===== config.mk =====
export PLATFORM = sky130hd
export DESIGN_NAME = fetch_stage_flat
export DESIGN_NICKNAME = d
export VERILOG_FILES = /design/src/rtl/klp32_pkg.sv /design/src/rtl/fetch_stage_if.sv /design/src/rtl/fetch_hold_buf.sv /design/src/rtl/fetch_stage.sv /design/src/flat_wrapper.sv
export SDC_FILE = /design/constraint.sdc
export NUM_CORES = 1
export LEC_CHECK = 0
export ABC_AREA = 1
export ABC_CLOCK_PERIOD_IN_PS = 3500
export CORE_MARGIN = 10
export CORE_UTILIZATION = 45
export DETAILED_ROUTE_END_ITERATION = 8
export PLACE_DENSITY = 0.71
export SYNTH_ARGS = -nofsm -noshare
export SYNTH_HDL_FRONTEND = slang
export SYNTH_HIERARCHICAL = 1
export SYNTH_SLANG_ARGS = --single-unit

===== constraint.sdc =====
create_clock -name CLK -period 3.5 [get_ports CLK]
set_input_delay 1.05 -clock CLK [delete_from_list [all_inputs] [get_ports CLK]]
set_output_delay 1.05 -clock CLK [all_outputs]
set_load 0.02 [all_outputs]

===== src/rtl/klp32_pkg.sv =====
// klp32_pkg: shared constants and types for the KLP32 core.
// Exports XLEN, NOP_INSTR, fetch_state_t and the IF/ID bundle if_id_t.
package klp32_pkg;

  localparam int XLEN = 32;

  localparam logic [XLEN-1:0] NOP_INSTR = 32'h0000_0013;

  typedef enum logic [1:0] {
    ISSUE   = 2'd0,
    WAIT    = 2'd1,
    DISCARD = 2'd2
  } fetch_state_t;

  typedef struct packed {
    logic            valid;
    logic [XLEN-1:0] pc;
    logic [XLEN-1:0] instr;
  } if_id_t;

endpackage


===== src/rtl/fetch_stage_if.sv =====
// fetch_stage_if: instruction-memory request/response bus.
// master = fetch side (REQ/ADDR out), slave = memory side (GNT/RVALID/RDATA out).
interface fetch_stage_if;
  import klp32_pkg::*;

  logic            IMEM_REQ;
  logic [XLEN-1:0] IMEM_ADDR;
  logic            IMEM_GNT;
  logic            IMEM_RVALID;
  logic [XLEN-1:0] IMEM_RDATA;

  modport master (
    output IMEM_REQ,
    output IMEM_ADDR,
    input  IMEM_GNT,
    input  IMEM_RVALID,
    input  IMEM_RDATA
  );

  modport slave (
    input  IMEM_REQ,
    input  IMEM_ADDR,
    output IMEM_GNT,
    output IMEM_RVALID,
    output IMEM_RDATA
  );

endinterface


===== src/rtl/fetch_hold_buf.sv =====
// fetch_hold_buf: 1-entry PC+instr buffer for responses that land during a stall.
// Ports: clk, rst, load/drain/clear controls, in_pc/in_instr, full, out_pc/out_instr.
module fetch_hold_buf
  import klp32_pkg::*;
(
  input  logic            clk,
  input  logic            rst,
  input  logic            load,
  input  logic            drain,
  input  logic            clear,
  input  logic [XLEN-1:0] in_pc,
  input  logic [XLEN-1:0] in_instr,
  output logic            full,
  output logic [XLEN-1:0] out_pc,
  output logic [XLEN-1:0] out_instr
);

  logic            full_q;
  logic [XLEN-1:0] pc_q;
  logic [XLEN-1:0] instr_q;

  // clear beats load: a flushed response must never be kept
  always_ff @(posedge clk) begin
    if (rst || clear) begin
      full_q  <= 1'b0;
      pc_q    <= '0;
      instr_q <= NOP_INSTR;
    end else if (load) begin
      full_q  <= 1'b1;
      pc_q    <= in_pc;
      instr_q <= in_instr;
    end else if (drain) begin
      full_q  <= 1'b0;
    end
  end

  assign full      = full_q;
  assign out_pc    = pc_q;
  assign out_instr = instr_q;

endmodule


===== src/rtl/fetch_stage.sv =====
// fetch_stage: KLP32 PC, one-outstanding imem fetch FSM and IF/ID register.
// Ports: CLK, RST (sync, high), STALL, REDIRECT/REDIRECT_PC, imem (fetch_stage_if.master),
// ID_VALID/ID_PC/ID_INSTR. FETCH_PERF_EN adds PERF_FETCHED and PERF_STALLS.
module fetch_stage #(
  parameter logic [31:0] RESET_PC = 32'h0000_0000,
  parameter int          XLEN     = 32
) (
  input  logic              CLK,
  input  logic              RST,
  input  logic              STALL,
  input  logic              REDIRECT,
  input  logic [XLEN-1:0]   REDIRECT_PC,
  fetch_stage_if.master     imem,
  output logic              ID_VALID,
  output logic [XLEN-1:0]   ID_PC,
  output logic [XLEN-1:0]   ID_INSTR
`ifdef FETCH_PERF_EN
  ,
  output logic [31:0]       PERF_FETCHED,
  output logic [31:0]       PERF_STALLS
`endif
);
  import klp32_pkg::*;

  fetch_state_t    state;
  logic [XLEN-1:0] pc;
  logic [XLEN-1:0] req_pc;
  if_id_t          if_id;

  logic            hold_full;
  logic [XLEN-1:0] hold_pc;
  logic [XLEN-1:0] hold_instr;

  logic            grant;
  logic            resp;
  logic            hold_load;
  logic            hold_drain;
  logic [XLEN-1:0] target;
  logic            redirect_pc_unused;

  // instruction alignment: low target bits carry no meaning
  assign target             = {REDIRECT_PC[XLEN-1:2], 2'b00};
  assign redirect_pc_unused = ^REDIRECT_PC[1:0];

  // request depends on registered state only, never on GNT/RVALID
  assign imem.IMEM_REQ  = !RST && (state == ISSUE) && !hold_full;
  assign imem.IMEM_ADDR = pc;

  assign grant = imem.IMEM_REQ && imem.IMEM_GNT;
  assign resp  = (state == WAIT) && imem.IMEM_RVALID;

  assign hold_load  = resp && STALL && !REDIRECT;
  assign hold_drain = hold_full && !STALL && !REDIRECT;

  fetch_hold_buf u_hold (
    .clk       (CLK),
    .rst       (RST),
    .load      (hold_load),
    .drain     (hold_drain),
    .clear     (REDIRECT),
    .in_pc     (req_pc),
    .in_instr  (imem.IMEM_RDATA),
    .full      (hold_full),
    .out_pc    (hold_pc),
    .out_instr (hold_instr)
  );

  always_ff @(posedge CLK) begin
    if (RST) begin
      state  <= ISSUE;
      pc     <= RESET_PC;
      req_pc <= RESET_PC;
    end else begin
      unique case (state)
        ISSUE: begin
          if (grant)
            state <= REDIRECT ? DISCARD : WAIT;
        end
        WAIT: begin
          if (imem.IMEM_RVALID)
            state <= ISSUE;
          else if (REDIRECT)
            state <= DISCARD;
        end
        // a new redirect adds no request: only the one stale
        // response is still owed, so its arrival ends DISCARD
        DISCARD: begin
          if (imem.IMEM_RVALID)
            state <= ISSUE;
        end
        default: state <= ISSUE;
      endcase

      if (grant)
        req_pc <= pc;

      if (REDIRECT)
        pc <= target;
      else if (grant)
        pc <= pc + XLEN'(4);
    end
  end

  // bubble keeps ID_PC so decode sees a stable PC across stalls
  always_ff @(posedge CLK) begin
    if (RST) begin
      if_id.valid <= 1'b0;
      if_id.pc    <= '0;
      if_id.instr <= NOP_INSTR;
    end else if (REDIRECT) begin
      if_id.valid <= 1'b0;
      if_id.instr <= NOP_INSTR;
    end else if (!STALL) begin
      unique case (1'b1)
        hold_full: begin
          if_id.valid <= 1'b1;
          if_id.pc    <= hold_pc;
          if_id.instr <= hold_instr;
        end
        resp: begin
          if_id.valid <= 1'b1;
          if_id.pc    <= req_pc;
          if_id.instr <= imem.IMEM_RDATA;
        end
        default: begin
          if_id.valid <= 1'b0;
          if_id.instr <= NOP_INSTR;
        end
      endcase
    end
  end

  assign ID_VALID = if_id.valid;
  assign ID_PC    = if_id.pc;
  assign ID_INSTR = if_id.instr;

`ifdef FETCH_PERF_EN
  logic        id_load_valid;
  logic [31:0] fetched_q;
  logic [31:0] stalls_q;

  assign id_load_valid = !REDIRECT && !STALL
                      && (hold_full || resp);

  always_ff @(posedge CLK) begin
    if (RST) begin
      fetched_q <= '0;
      stalls_q  <= '0;
    end else begin
      if (id_load_valid)
        fetched_q <= fetched_q + 32'd1;
      if (STALL)
        stalls_q <= stalls_q + 32'd1;
    end
  end

  assign PERF_FETCHED = fetched_q;
  assign PERF_STALLS  = stalls_q;
`endif

endmodule


===== src/flat_wrapper.sv =====
// flat-port wrapper written by rule: the top's interface ports become plain ports
module fetch_stage_flat import klp32_pkg::*;
#(
  parameter logic [31:0] RESET_PC = 32'h0000_0000,
  parameter int          XLEN     = 32
)
  (CLK, RST, STALL, REDIRECT, REDIRECT_PC, ID_VALID, ID_PC, ID_INSTR, imem_IMEM_REQ, imem_IMEM_ADDR, imem_IMEM_GNT, imem_IMEM_RVALID, imem_IMEM_RDATA);
  fetch_stage_if imem_i ();
  input  logic CLK;
  input  logic RST;
  input  logic STALL;
  input  logic REDIRECT;
  input  logic [XLEN-1:0] REDIRECT_PC;
  output logic ID_VALID;
  output logic [XLEN-1:0] ID_PC;
  output logic [XLEN-1:0] ID_INSTR;
  output wire logic [$bits(imem_i.IMEM_REQ)-1:0] imem_IMEM_REQ;
  output wire logic [$bits(imem_i.IMEM_ADDR)-1:0] imem_IMEM_ADDR;
  input wire logic [$bits(imem_i.IMEM_GNT)-1:0] imem_IMEM_GNT;
  input wire logic [$bits(imem_i.IMEM_RVALID)-1:0] imem_IMEM_RVALID;
  input wire logic [$bits(imem_i.IMEM_RDATA)-1:0] imem_IMEM_RDATA;
  assign imem_IMEM_REQ = imem_i.IMEM_REQ;
  assign imem_IMEM_ADDR = imem_i.IMEM_ADDR;
  assign imem_i.IMEM_GNT = imem_IMEM_GNT;
  assign imem_i.IMEM_RVALID = imem_IMEM_RVALID;
  assign imem_i.IMEM_RDATA = imem_IMEM_RDATA;
  fetch_stage #(.RESET_PC(RESET_PC), .XLEN(XLEN)) u_core (.CLK(CLK), .RST(RST), .STALL(STALL), .REDIRECT(REDIRECT), .REDIRECT_PC(REDIRECT_PC), .imem(imem_i), .ID_VALID(ID_VALID), .ID_PC(ID_PC), .ID_INSTR(ID_INSTR));
endmodule

==> impl_metrics.tcl <==
set metrics [dict create \
    synth-simple-area-share_pct 24.6 \
    fin_nets 1354 \
    initial_utilization_pct 46.0 \
    pwr-share-clk_pct 40.2 \
    path_clk_slew_ns 0.07 \
    ir_drop_mv 0.359 \
    required_ns 2.45 \
    overflow 0 \
    slowest_stage "clkdlybuf4s50_1" \
    wl_per_cell_um 16.0 \
    p_switching_mw 1.21 \
    avgViaCountPerCell 5.24 \
    seq_power_share_pct 49.9 \
    synthTopCellsByCount "nand2_1, dfxtp_1, a21oi_1" \
    row_count 49 \
    cts-resized-gates 0 \
    syn_area_sq_mm 0.00832 \
    synth_top_cells_by_area "dfxtp_1, nand2_1, a21oi_1, o21ai_0, nand3_1" \
    crit_chain "buf_2, inv_2, nand2_1, nor2_2, clkdlybuf4s50_1" \
    p_per_area_mw_per_mm2 434 \
    synth-seq-area-share_pct 46.2 \
    fillerInstances 1719 \
    synth.most_common_cell "nand2_1" \
    finalCoreUtilization_pct 58.5 \
    cts_root_buffer "clkbuf_16" \
    die_y_um 156 \
    track_usage_pct 19.7 \
    diodes 0 \
    place_ws_ns 0.363 \
    drt_iter0_drc 682 \
    first_pass_iters 5 \
    clock_latency_ns 0.43 \
    final_cell_area_sq_mm 0.0106 \
    antenna_found_initial 1 \
    yosys.area.top_type "dfxtp_1" \
    synth_ff_type "dfxtp_1" \
    cts_tree "yes" \
    hold_viol 0 \
    grt_pass1_wl_mm 39.3 \
    rsz0062_at_grt "false" \
    io_buffers 163 \
    worstPathArrival_ns 2.10 \
    hpwl_mm 16.0 \
    io_pins 168 \
    clock-skew-final_ns 0.00684 \
    max-cap-violations 0 \
    numCtsBuffers 17 \
    clock_path_buffers 2 \
    ys_async_sr_fraction_pct 0 \
    place_congestion 0.833 \
    p_int_mw 3.38 \
    synth_top_area_share_pct 46.2 \
    clock_sink_count 192 \
    power_leakage_nw 3.58 \
    fin_ws_ns 0.349 \
    setup_viol 0 \
    syn_area_per_cell_sq_um 7.21 \
    grt_pass1_vias 7464 \
    detail-route-antenna-nets 0 \
    die-area_sq_mm 0.0243 \
    cts_max_level 4 \
    synth-xor-area-share_pct 1.16 \
    outcome "finished, final reports clean" \
    cp_slowest_stage_delay_ns 0.65 \
    cts_hold_buf 0 \
    syn_inst 1154 \
    max_freq_mhz 317 \
    holdCritPathClass "flip-flop to flip-flop" \
    p_comb_share_pct 9.9 \
    layout-drive-gt1-share_pct 6.64 \
    cts_setup_buffers 0 \
    period_needed_ns 3.15 \
    placed_area_sq_mm 0.0100 \
    synthAdderAreaFrac_pct 0.150 \
    path_max_fanout 2 \
    die_w_um 156 \
    timing.setup.tns_ns 0 \
    holdWs_ns 0.462 \
    start_kind "input port" \
    routed_wl_mm 24.3 \
    ys_types 36 \
    period_share_pct 90.0 \
    crit_path_end_kind "primary output" \
    drc_errors 0 \
    grt_max_degree 65 \
    area_growth_syn_to_layout_pct 27.1 \
    synth_warnings 6 \
    ys_ff_latch 192 \
    vias 7984 \
    synthMuxAreaShare_pct 0 \
    critical_path_class "input port to primary output" \
    worst_pin_slew_ns 0.716 \
    synth_top_family_by_area "simple AND/OR/NAND/NOR gates" \
    swShare_pct 26.3 \
    relSlewSlack_pct 52.3 \
    slew_violations 0 \
    synth_edf_count 0 \
    core_sq_mm 0.0181 \
    synth-compound-area-share_pct 19.8 \
]
area by class of cell:
| cell class | instances | area, sq um | area share (%) |
|---|---|---|---|
| Tap cell | 229 | 287 | 2.71 |
| Clock inverter | 14 | 125 | 1.18 |
| Inverter | 62 | 233 | 2.20 |
| Clock buffer | 18 | 439 | 4.15 |
| Multi-Input combinational cell | 826 | 3830 | 36.2 |
| Timing Repair Buffer | 184 | 1820 | 17.2 |
| Sequential cell | 192 | 3840 | 36.3 |
stage by stage:
stage / total power [mW] / std cells
4_1_cts: 4.63 / 1525
5_1_grt: 4.77 / 1525
2_1_floorplan: 2.56 / 1157
3_3_place_gp: 2.79 / 1493
3_5_place_dp: 2.79 / 1493
6_report: 4.59 / 1525
final timing paths:
kind                                                             from                                      to  slack (ns)  cells after the start
worst max-delay path                                              RST                           imem_IMEM_REQ        0.35                      5
worst min-delay path            u_core/u_hold/out_pc[24]$_SDFFE_PP0P_   u_core/u_hold/out_pc[24]$_SDFFE_PP0P_        0.46                      2
worst max register to register        u_core/u_hold/full$_SDFFE_PP0P_  u_core/imem.IMEM_ADDR[11]$_SDFFE_PP0P_        1.42                      9
worst min register to register  u_core/u_hold/out_pc[24]$_SDFFE_PP0P_   u_core/u_hold/out_pc[24]$_SDFFE_PP0P_        0.46                      2
cells by family (layout without fill, tap and decap cells):
| kind of cell | count (synthesis) | after routing |
|---|---|---|
| buffers and inverters | 139 | 278 |
| XOR/XNOR | 11 | 11 |
| other | 1 | 4 |
| flip-flops | 192 | 192 |
| AND/OR/NAND/NOR | 504 | 504 |
| adder cells (fa/ha/maj) | 1 | 1 |
| AO/OA/AOI/OAI | 306 | 306 |
power by group through the flow:
stage / clock (mW) / combinational (mW) / sequential [mW]
6_report: 1.85 / 0.454 / 2.29
5_1_grt: 1.98 / 0.497 / 2.30
4_1_cts: 1.89 / 0.456 / 2.29
3_5_place_dp: 0 / 0.452 / 2.34
3_3_place_gp: 0 / 0.450 / 2.34
2_1_floorplan: 0 / 0.197 / 2.36
metal layers:
metal	global-route usage (%)	vias up	share of wire, %
met5	0	-	0.053
met4	5.80	2	1.5
met3	5.29	25	7.9
met2	30.8	260	45
met1	26.0	3644	45
li1	-	4053	-
critical path, delay by kind of cell:
kind	cells	cell delay, ns
buffers and inverters	3	0.81
AND/OR/NAND/NOR	2	0.24
cell usage in the layout, fill, tap and decap left out, types with 2 or more instances in the layout:
cell / netlist / final
inv_2: 4 / 4
inv_8: 0 / 4
nand3_1: 70 / 70
o21ai_0: 83 / 83
clkinvlp_4: 0 / 3
and2_1: 2 / 2
nand2_1: 371 / 371
a22o_1: 3 / 3
a31oi_1: 33 / 33
nor2_4: 2 / 2
buf_4: 12 / 18
nand2_2: 4 / 4
o22ai_1: 3 / 3
xor2_1: 7 / 7
inv_1: 58 / 58
a21oi_2: 14 / 14
inv_6: 0 / 2
nor2_2: 5 / 5
dfxtp_1: 192 / 192
nor2_1: 45 / 45
a21oi_1: 165 / 165
clkbuf_16: 0 / 17
conb_1: 1 / 4
clkinv_4: 0 / 4
buf_12: 0 / 3
xnor2_1: 4 / 4
clkdlybuf4s50_1: 0 / 162
sequential cells by signal, indices dropped and copies added, names as in the netlist:
name                     flops
u_core/ID_INSTR             32
u_core/imem.IMEM_ADDR       30
u_core/u_hold/out_instr     32
u_core/u_hold/out_pc        32
u_core/u_hold/full           1
u_core/req_pc               30
u_core/ID_VALID              1
u_core/ID_PC                32
u_core/state                 2
(Power assumes the default switching activity.)
